**src/rtl/vm2002_pkg.sv**
```systemverilog
// vm2002_pkg: shared types and helpers for the vm2002 payment stage.
//   coin_t       - coin denominations as seen on the acceptor/dispenser ports
//   acc_state_t  - coin acceptor FSM states
//   acc_pulse_t  - bundle of the single-cycle handshake pulses
//   coin_value() - denomination value in nickel units (0 for COIN_NONE/undefined)
package vm2002_pkg;

    typedef enum logic [2:0] {
        COIN_NONE = 3'd0,
        NICKEL    = 3'd1,
        DIME      = 3'd2,
        QUARTER   = 3'd3,
        DOLLAR    = 3'd4
    } coin_t;

    typedef enum logic {
        IDLE   = 1'b0,
        CHANGE = 1'b1
    } acc_state_t;

    typedef struct packed {
        logic ack;
        logic nak;
        logic reject;
    } acc_pulse_t;

    // Escrow ceiling: $10.00 in nickel units.
    localparam logic [15:0] MAX_CREDIT_DEFAULT = 16'd200;

    function automatic logic [15:0] coin_value(coin_t c);
        case (c)
            NICKEL:  return 16'd1;
            DIME:    return 16'd2;
            QUARTER: return 16'd5;
            DOLLAR:  return 16'd20;
            default: return 16'd0;
        endcase
    endfunction

endpackage

```
**src/rtl/vm2002_change_picker.sv**
```systemverilog
// vm2002_change_picker: combinational greedy change selection.
//   credit in  [15:0] - remaining escrow credit, nickel units
//   coin   out coin_t - largest coin whose value fits in credit, COIN_NONE when credit is 0
module vm2002_change_picker
    import vm2002_pkg::*;
(
    input  logic [15:0] credit,
    output coin_t       coin
);

    always_comb begin
        if (credit >= coin_value(DOLLAR))       coin = DOLLAR;
        else if (credit >= coin_value(QUARTER)) coin = QUARTER;
        else if (credit >= coin_value(DIME))    coin = DIME;
        else if (credit >= coin_value(NICKEL))  coin = NICKEL;
        else                                    coin = COIN_NONE;
    end

endmodule

```
**src/rtl/vm2002_coin_acceptor.sv**
```systemverilog
// vm2002_coin_acceptor: escrow credit, purchase debits and coin-by-coin change/refund.
// Optional feature macro: VM_ESCROW_TIMEOUT_EN (auto-refund after TIMEOUT_CYCLES idle cycles).
// Ports:
//   clk, rst (async, active low)
//   coin_valid/coin           - inserted coin strobe and denomination
//   debit_req/debit_amt       - purchase debit strobe and price (nickel units)
//   refund_req                - coin-return strobe
//   change_ready              - dispenser accepts change_coin this cycle
//   credit                    - current escrow credit
//   debit_ack/debit_nak       - registered debit outcome pulses
//   coin_reject               - registered pulse: inserted coin returned
//   change_valid/change_coin  - change dispense request
//   busy                      - FSM not in IDLE
module vm2002_coin_acceptor
    import vm2002_pkg::*;
#(
    parameter logic [15:0] MAX_CREDIT     = MAX_CREDIT_DEFAULT,
    parameter int          TIMEOUT_CYCLES = 1024
) (
    input  logic        clk,
    input  logic        rst,
    input  logic        coin_valid,
    input  coin_t       coin,
    input  logic        debit_req,
    input  logic [15:0] debit_amt,
    input  logic        refund_req,
    input  logic        change_ready,
    output logic [15:0] credit,
    output logic        debit_ack,
    output logic        debit_nak,
    output logic        coin_reject,
    output logic        change_valid,
    output coin_t       change_coin,
    output logic        busy
);

    acc_state_t  state_q, state_d;
    logic [15:0] credit_q, credit_d;
    acc_pulse_t  pulse_q, pulse_d;

    coin_t       pick_coin;
    logic [15:0] coin_val;
    logic [16:0] coin_sum;
    logic [15:0] debit_rem;

    vm2002_change_picker u_picker (
        .credit (credit_q),
        .coin   (pick_coin)
    );

    assign coin_val  = coin_value(coin);
    // 17-bit sum so an overflow past 16 bits can never look like a small credit.
    assign coin_sum  = {1'b0, credit_q} + {1'b0, coin_val};
    assign debit_rem = credit_q - debit_amt;

`ifdef VM_ESCROW_TIMEOUT_EN
    localparam int TMO_W = (TIMEOUT_CYCLES > 2) ? $clog2(TIMEOUT_CYCLES) : 1;
    localparam logic [TMO_W-1:0] TMO_LAST = TMO_W'(TIMEOUT_CYCLES - 1);
    logic [TMO_W-1:0] tmo_cnt_q, tmo_cnt_d;
`else
    logic unused_timeout_cfg;
    assign unused_timeout_cfg = (TIMEOUT_CYCLES == 0);
`endif

    // State register
    always_ff @(posedge clk or negedge rst) begin
        if (!rst) begin
            state_q  <= IDLE;
            credit_q <= '0;
            pulse_q  <= '0;
        end else begin
            state_q  <= state_d;
            credit_q <= credit_d;
            pulse_q  <= pulse_d;
        end
    end

`ifdef VM_ESCROW_TIMEOUT_EN
    always_ff @(posedge clk or negedge rst) begin
        if (!rst) tmo_cnt_q <= '0;
        else      tmo_cnt_q <= tmo_cnt_d;
    end
`endif

    // Next-state logic
    always_comb begin
        state_d  = state_q;
        credit_d = credit_q;
        pulse_d  = '0;
        case (state_q)
            IDLE: begin
                // Only the highest-priority strobe may touch credit; losers are bounced.
                if (refund_req) begin
                    if (credit_q != '0) state_d = CHANGE;
                    pulse_d.nak    = debit_req;
                    pulse_d.reject = coin_valid;
                end else if (debit_req) begin
                    if (debit_amt <= credit_q) begin
                        pulse_d.ack = 1'b1;
                        credit_d    = debit_rem;
                        if (debit_rem != '0) state_d = CHANGE;
                    end else begin
                        pulse_d.nak = 1'b1;
                    end
                    pulse_d.reject = coin_valid;
                end else if (coin_valid) begin
                    if (coin_val != '0 && coin_sum <= {1'b0, MAX_CREDIT})
                        credit_d = coin_sum[15:0];
                    else
                        pulse_d.reject = 1'b1;
                end
            end
            CHANGE: begin
                pulse_d.nak    = debit_req;
                pulse_d.reject = coin_valid;
                // credit is nonzero throughout CHANGE, so pick_coin is a real coin here.
                if (change_ready) begin
                    credit_d = credit_q - coin_value(pick_coin);
                    if (credit_q == coin_value(pick_coin)) state_d = IDLE;
                end
            end
            default: state_d = IDLE;
        endcase

`ifdef VM_ESCROW_TIMEOUT_EN
        tmo_cnt_d = '0;
        if (state_q == IDLE && credit_q != '0 && !(coin_valid || debit_req || refund_req)) begin
            if (tmo_cnt_q == TMO_LAST) state_d = CHANGE;
            else                       tmo_cnt_d = tmo_cnt_q + 1'b1;
        end
`endif
    end

    // Outputs: change port is derived from registered state/credit, so it holds while stalled.
    always_comb begin
        change_valid = (state_q == CHANGE);
        change_coin  = change_valid ? pick_coin : COIN_NONE;
        busy         = (state_q != IDLE);
        credit       = credit_q;
        debit_ack    = pulse_q.ack;
        debit_nak    = pulse_q.nak;
        coin_reject  = pulse_q.reject;
    end

endmodule

```
**config.mk**
```make
export PLATFORM = sky130hd
export DESIGN_NAME = vm2002_coin_acceptor
export DESIGN_NICKNAME = d
export VERILOG_FILES = /design/src/rtl/vm2002_pkg.sv /design/src/rtl/vm2002_change_picker.sv /design/src/rtl/vm2002_coin_acceptor.sv
export SDC_FILE = /design/constraint.sdc
export NUM_CORES = 1
export LEC_CHECK = 0
export CAP_MARGIN = 20
export CORE_ASPECT_RATIO = 1.2
export CORE_MARGIN = 10
export CORE_UTILIZATION = 55
export CTS_CLUSTER_SIZE = 40
export DETAILED_ROUTE_END_ITERATION = 8
export MAX_ROUTING_LAYER = met4
export PLACE_DENSITY = 0.81
export SYNTH_ARGS = -nofsm -noshare
export SYNTH_HDL_FRONTEND = slang
export SYNTH_SLANG_ARGS = --single-unit
```
**constraint.sdc**
```tcl
create_clock -name clk -period 5 [get_ports clk]
set_input_delay 0.75 -clock clk [delete_from_list [all_inputs] [get_ports clk]]
set_output_delay 0.75 -clock clk [all_outputs]
set_load 0.005 [all_outputs]
```
==> out/metrics.cfg <==
[logic_synthesis]
yosysUniqueCellTypes=70
synth_ff_type=dfrtp_1
yosys_warnings=0
ys_seq_elements=20
synth_edf_count=0
syn_area_per_cell_sq_um=7.46
async_flop_share_pct=100
yosysSeqAreaShare_pct=15.4
syn_nets=488
netlist_instances=436
netlist_area_sq_um=3250

[cts]
clk_path_buf_depth=2
cts_setup_buffers=0
cts_tree=built
cts-resized-gates=0
holdBufCountCts=0
htreeDepth=1
clkSinkCount=20
clkSlewWorstSetupHoldPaths_ps=90
cts_buffers=3
clkLatencyLatePin_ps=270
cts_root_buf=clkbuf_8

[grt]
grtUsageTotal_pct=21.3
grt_pass1_wl_mm=16.7
gr-total-overflow=0
grt_max_degree=28
antenna_found_initial=0
grt_pass1_vias=3357

[timing]
clock-skew-final_ps=8.61
post-route-min-period_ps=4140
fmax_mhz=242
finalSetupViolCount=0
final-hold-violation-count=0
finalWorstSetupSlack_ps=860
max_slew.worst_pin.slew_ps=848
min_period_over_period_pct=82.8
max-slew-margin-rel_pct=43.5
grt_setup_unrepaired=no
fin_setup_tns_ps=0
report.final.slew_viol_count=0

[floorplanning]
initial_core_util_pct=57.0
fp.dieArea_sq_um=9400
core_area_sq_um=5710
placement_rows=30
fp.dieW_um=90.2
dieHeight_um=104
ios=49

[hold_path]
hold_depth=2
min_to=credit[0]
hold_class=reg -> reg
hold_start=credit[0]

[worst_setup_path]
r2r-start=credit[11]
cp_data_arrival_time_ps=4340
crit_chain=clkdlybuf4s50_1 > nor2b_1 > ha_1 > inv_1 > fa_1 > nand2b_1 > a21oi_2 > nand2_1 > a221oi_4 > nand4b_2 > o21ai_2 > and2_1 > mux2i_1
rr_endpoint=credit[13]
slowest_delay_ps=490
slowest_stage=clkdlybuf4s50_1
cp.required_ps=5200
path_max_fanout=10
r2r_slack_ps=950
r2r_cells=16
crit_path_end_kind=register
startpoint_type=input pin
criticalPathCategory=in -> reg

[routing]
drc=0
antenna_left=0
via_per_inst=6.34
wl_per_cell_um=18.8
first_pass_iters=8
drt-total-wl_mm=10.4
drt_iter0_markers=245
num_vias=3501

[place]
portBuffers=48
hpwl_mm=8.06
routabilityCongestion=0.970
dp_slack_ps=648
place_inst=547

[final_layout]
nFillCells=510
layout_common_cells=48 x clkdlybuf4s50_1, 42 x nor2_1, 36 x inv_1
area_growth_pct=18.7
layout_commonest_cell=clkdlybuf4s50_1
utilization_pct=67.7
num_antenna_cells=0
final_cell_count_no_fill=552
drive_above_1_share_pct=5.93
finalNetCount=525

[run]
max-cap-violations=0

[pwr]
p_leak_nw=1.67
p_per_area_nw_per_um2=323
ir_drop_mv=0.231

[outcome]
status=completed

==> synth_stat cells, drive strengths merged (7+ instances only) <==
| library cell | count | area (sq um) |
|---|---|---|
| ha | 24 | 300 |
| nor3 | 15 | 75.1 |
| o21ai | 25 | 129 |
| a21oi | 36 | 191 |
| xor2 | 13 | 114 |
| nor2 | 43 | 164 |
| nor2b | 11 | 68.8 |
| a211oi | 10 | 80.1 |
| xnor2 | 16 | 140 |
| mux2i | 12 | 120 |
| a21o | 7 | 52.6 |
| clkbuf | 15 | 57.6 |
| dfrtp | 20 | 500 |
| o21a | 7 | 52.6 |
| nand3 | 11 | 55.1 |
| nand2b | 8 | 50.1 |
| nand2 | 30 | 120 |
| buf | 9 | 50.1 |
| inv | 36 | 135 |
==> registers in the layout, summed over array words and instances (netlist names) <==
name / count
coin_reject: 1
debit_nak: 1
busy: 1
credit: 16
debit_ack: 1
==> power breakdown <==
| group | total [mW] | switching [mW] | internal [mW] | leakage [nW] |
|---|---|---|---|---|
| sequential | 0.275 | 0.0870 | 0.188 | 0.222 |
| combinational | 0.838 | 0.473 | 0.365 | 1.42 |
| clock | 0.135 | 0.0647 | 0.0705 | 0.0288 |
| total | 1.25 | 0.625 | 0.624 | 1.67 |
==> per-stage QoR <==
step	area, sq um	hold slack (ps)	power [mW]
3_5_place_dp	3780	668	1.09
4_1_cts	3830	678	1.23
2_1_floorplan	3250	454	0.848
6_report	3860	676	1.25
5_1_grt	3860	725	1.34
3_3_place_gp	3780	651	1.07
==> cell type report <==
| class | count | area, sq um | share of cell area, % |
|---|---|---|---|
| flip-flops and latches | 20 | 500 | 13.0 |
| repair buffers | 56 | 561 | 14.5 |
| clock buffers | 4 | 55.1 | 1.43 |
| inverters | 36 | 135 | 3.50 |
| multi-input cells | 356 | 2510 | 65.0 |
| well taps | 80 | 100 | 2.59 |
==> routing by layer <==
metal / up-vias / wire length (um) / track usage, %
met1: 1610 / 4250 / 25.0
met4: 0 / 300 / 6.61
met3: 38 / 761 / 2.82
met2: 195 / 5040 / 36.9
li1: 1658 / - / -
met5: - / 0 / -
==> critical path, delay by kind of cell <==
kind                     cells  cell delay [ps]
AND/OR/NAND/NOR              5             1220
AO/OA/AOI/OAI                3              940
adder cells (fa/ha/maj)      2              630
buffers and inverters        2              550
multiplexers                 1              240
==> how the worst max path moves through the flow <==
| stage | from | end | slack [ps] | cells after the start |
|---|---|---|---|---|
| final | coin[0] | credit[15] | 860 | 13 |
| after global routing | coin[0] | credit[11] | 560 | 13 |
| after CTS | coin[0] | credit[11] | 900 | 13 |
| after detailed placement | coin[0] | credit[11] | 650 | 13 |
| after global placement | coin[0] | credit[15] | 770 | 13 |
| after floorplan | credit[11] | credit[12] | 1320 | 16 |
==> kinds of logic (layout without fill, tap and decap cells) <==
kind of cell | count (synthesis) | in the layout | share of synthesized area, %
xor gates and xnor gates | 29 | 29 | 7.81
AOI/OAI and AO/OA | 133 | 133 | 29.8
buffers and inverters | 60 | 96 | 7.46
DFF | 20 | 20 | 15.4
adders and majority gates | 27 | 27 | 11.1
muxes | 14 | 14 | 4.38
and+or+nand+nor | 153 | 153 | 24.1
Power figures use the tool's default switching activity.
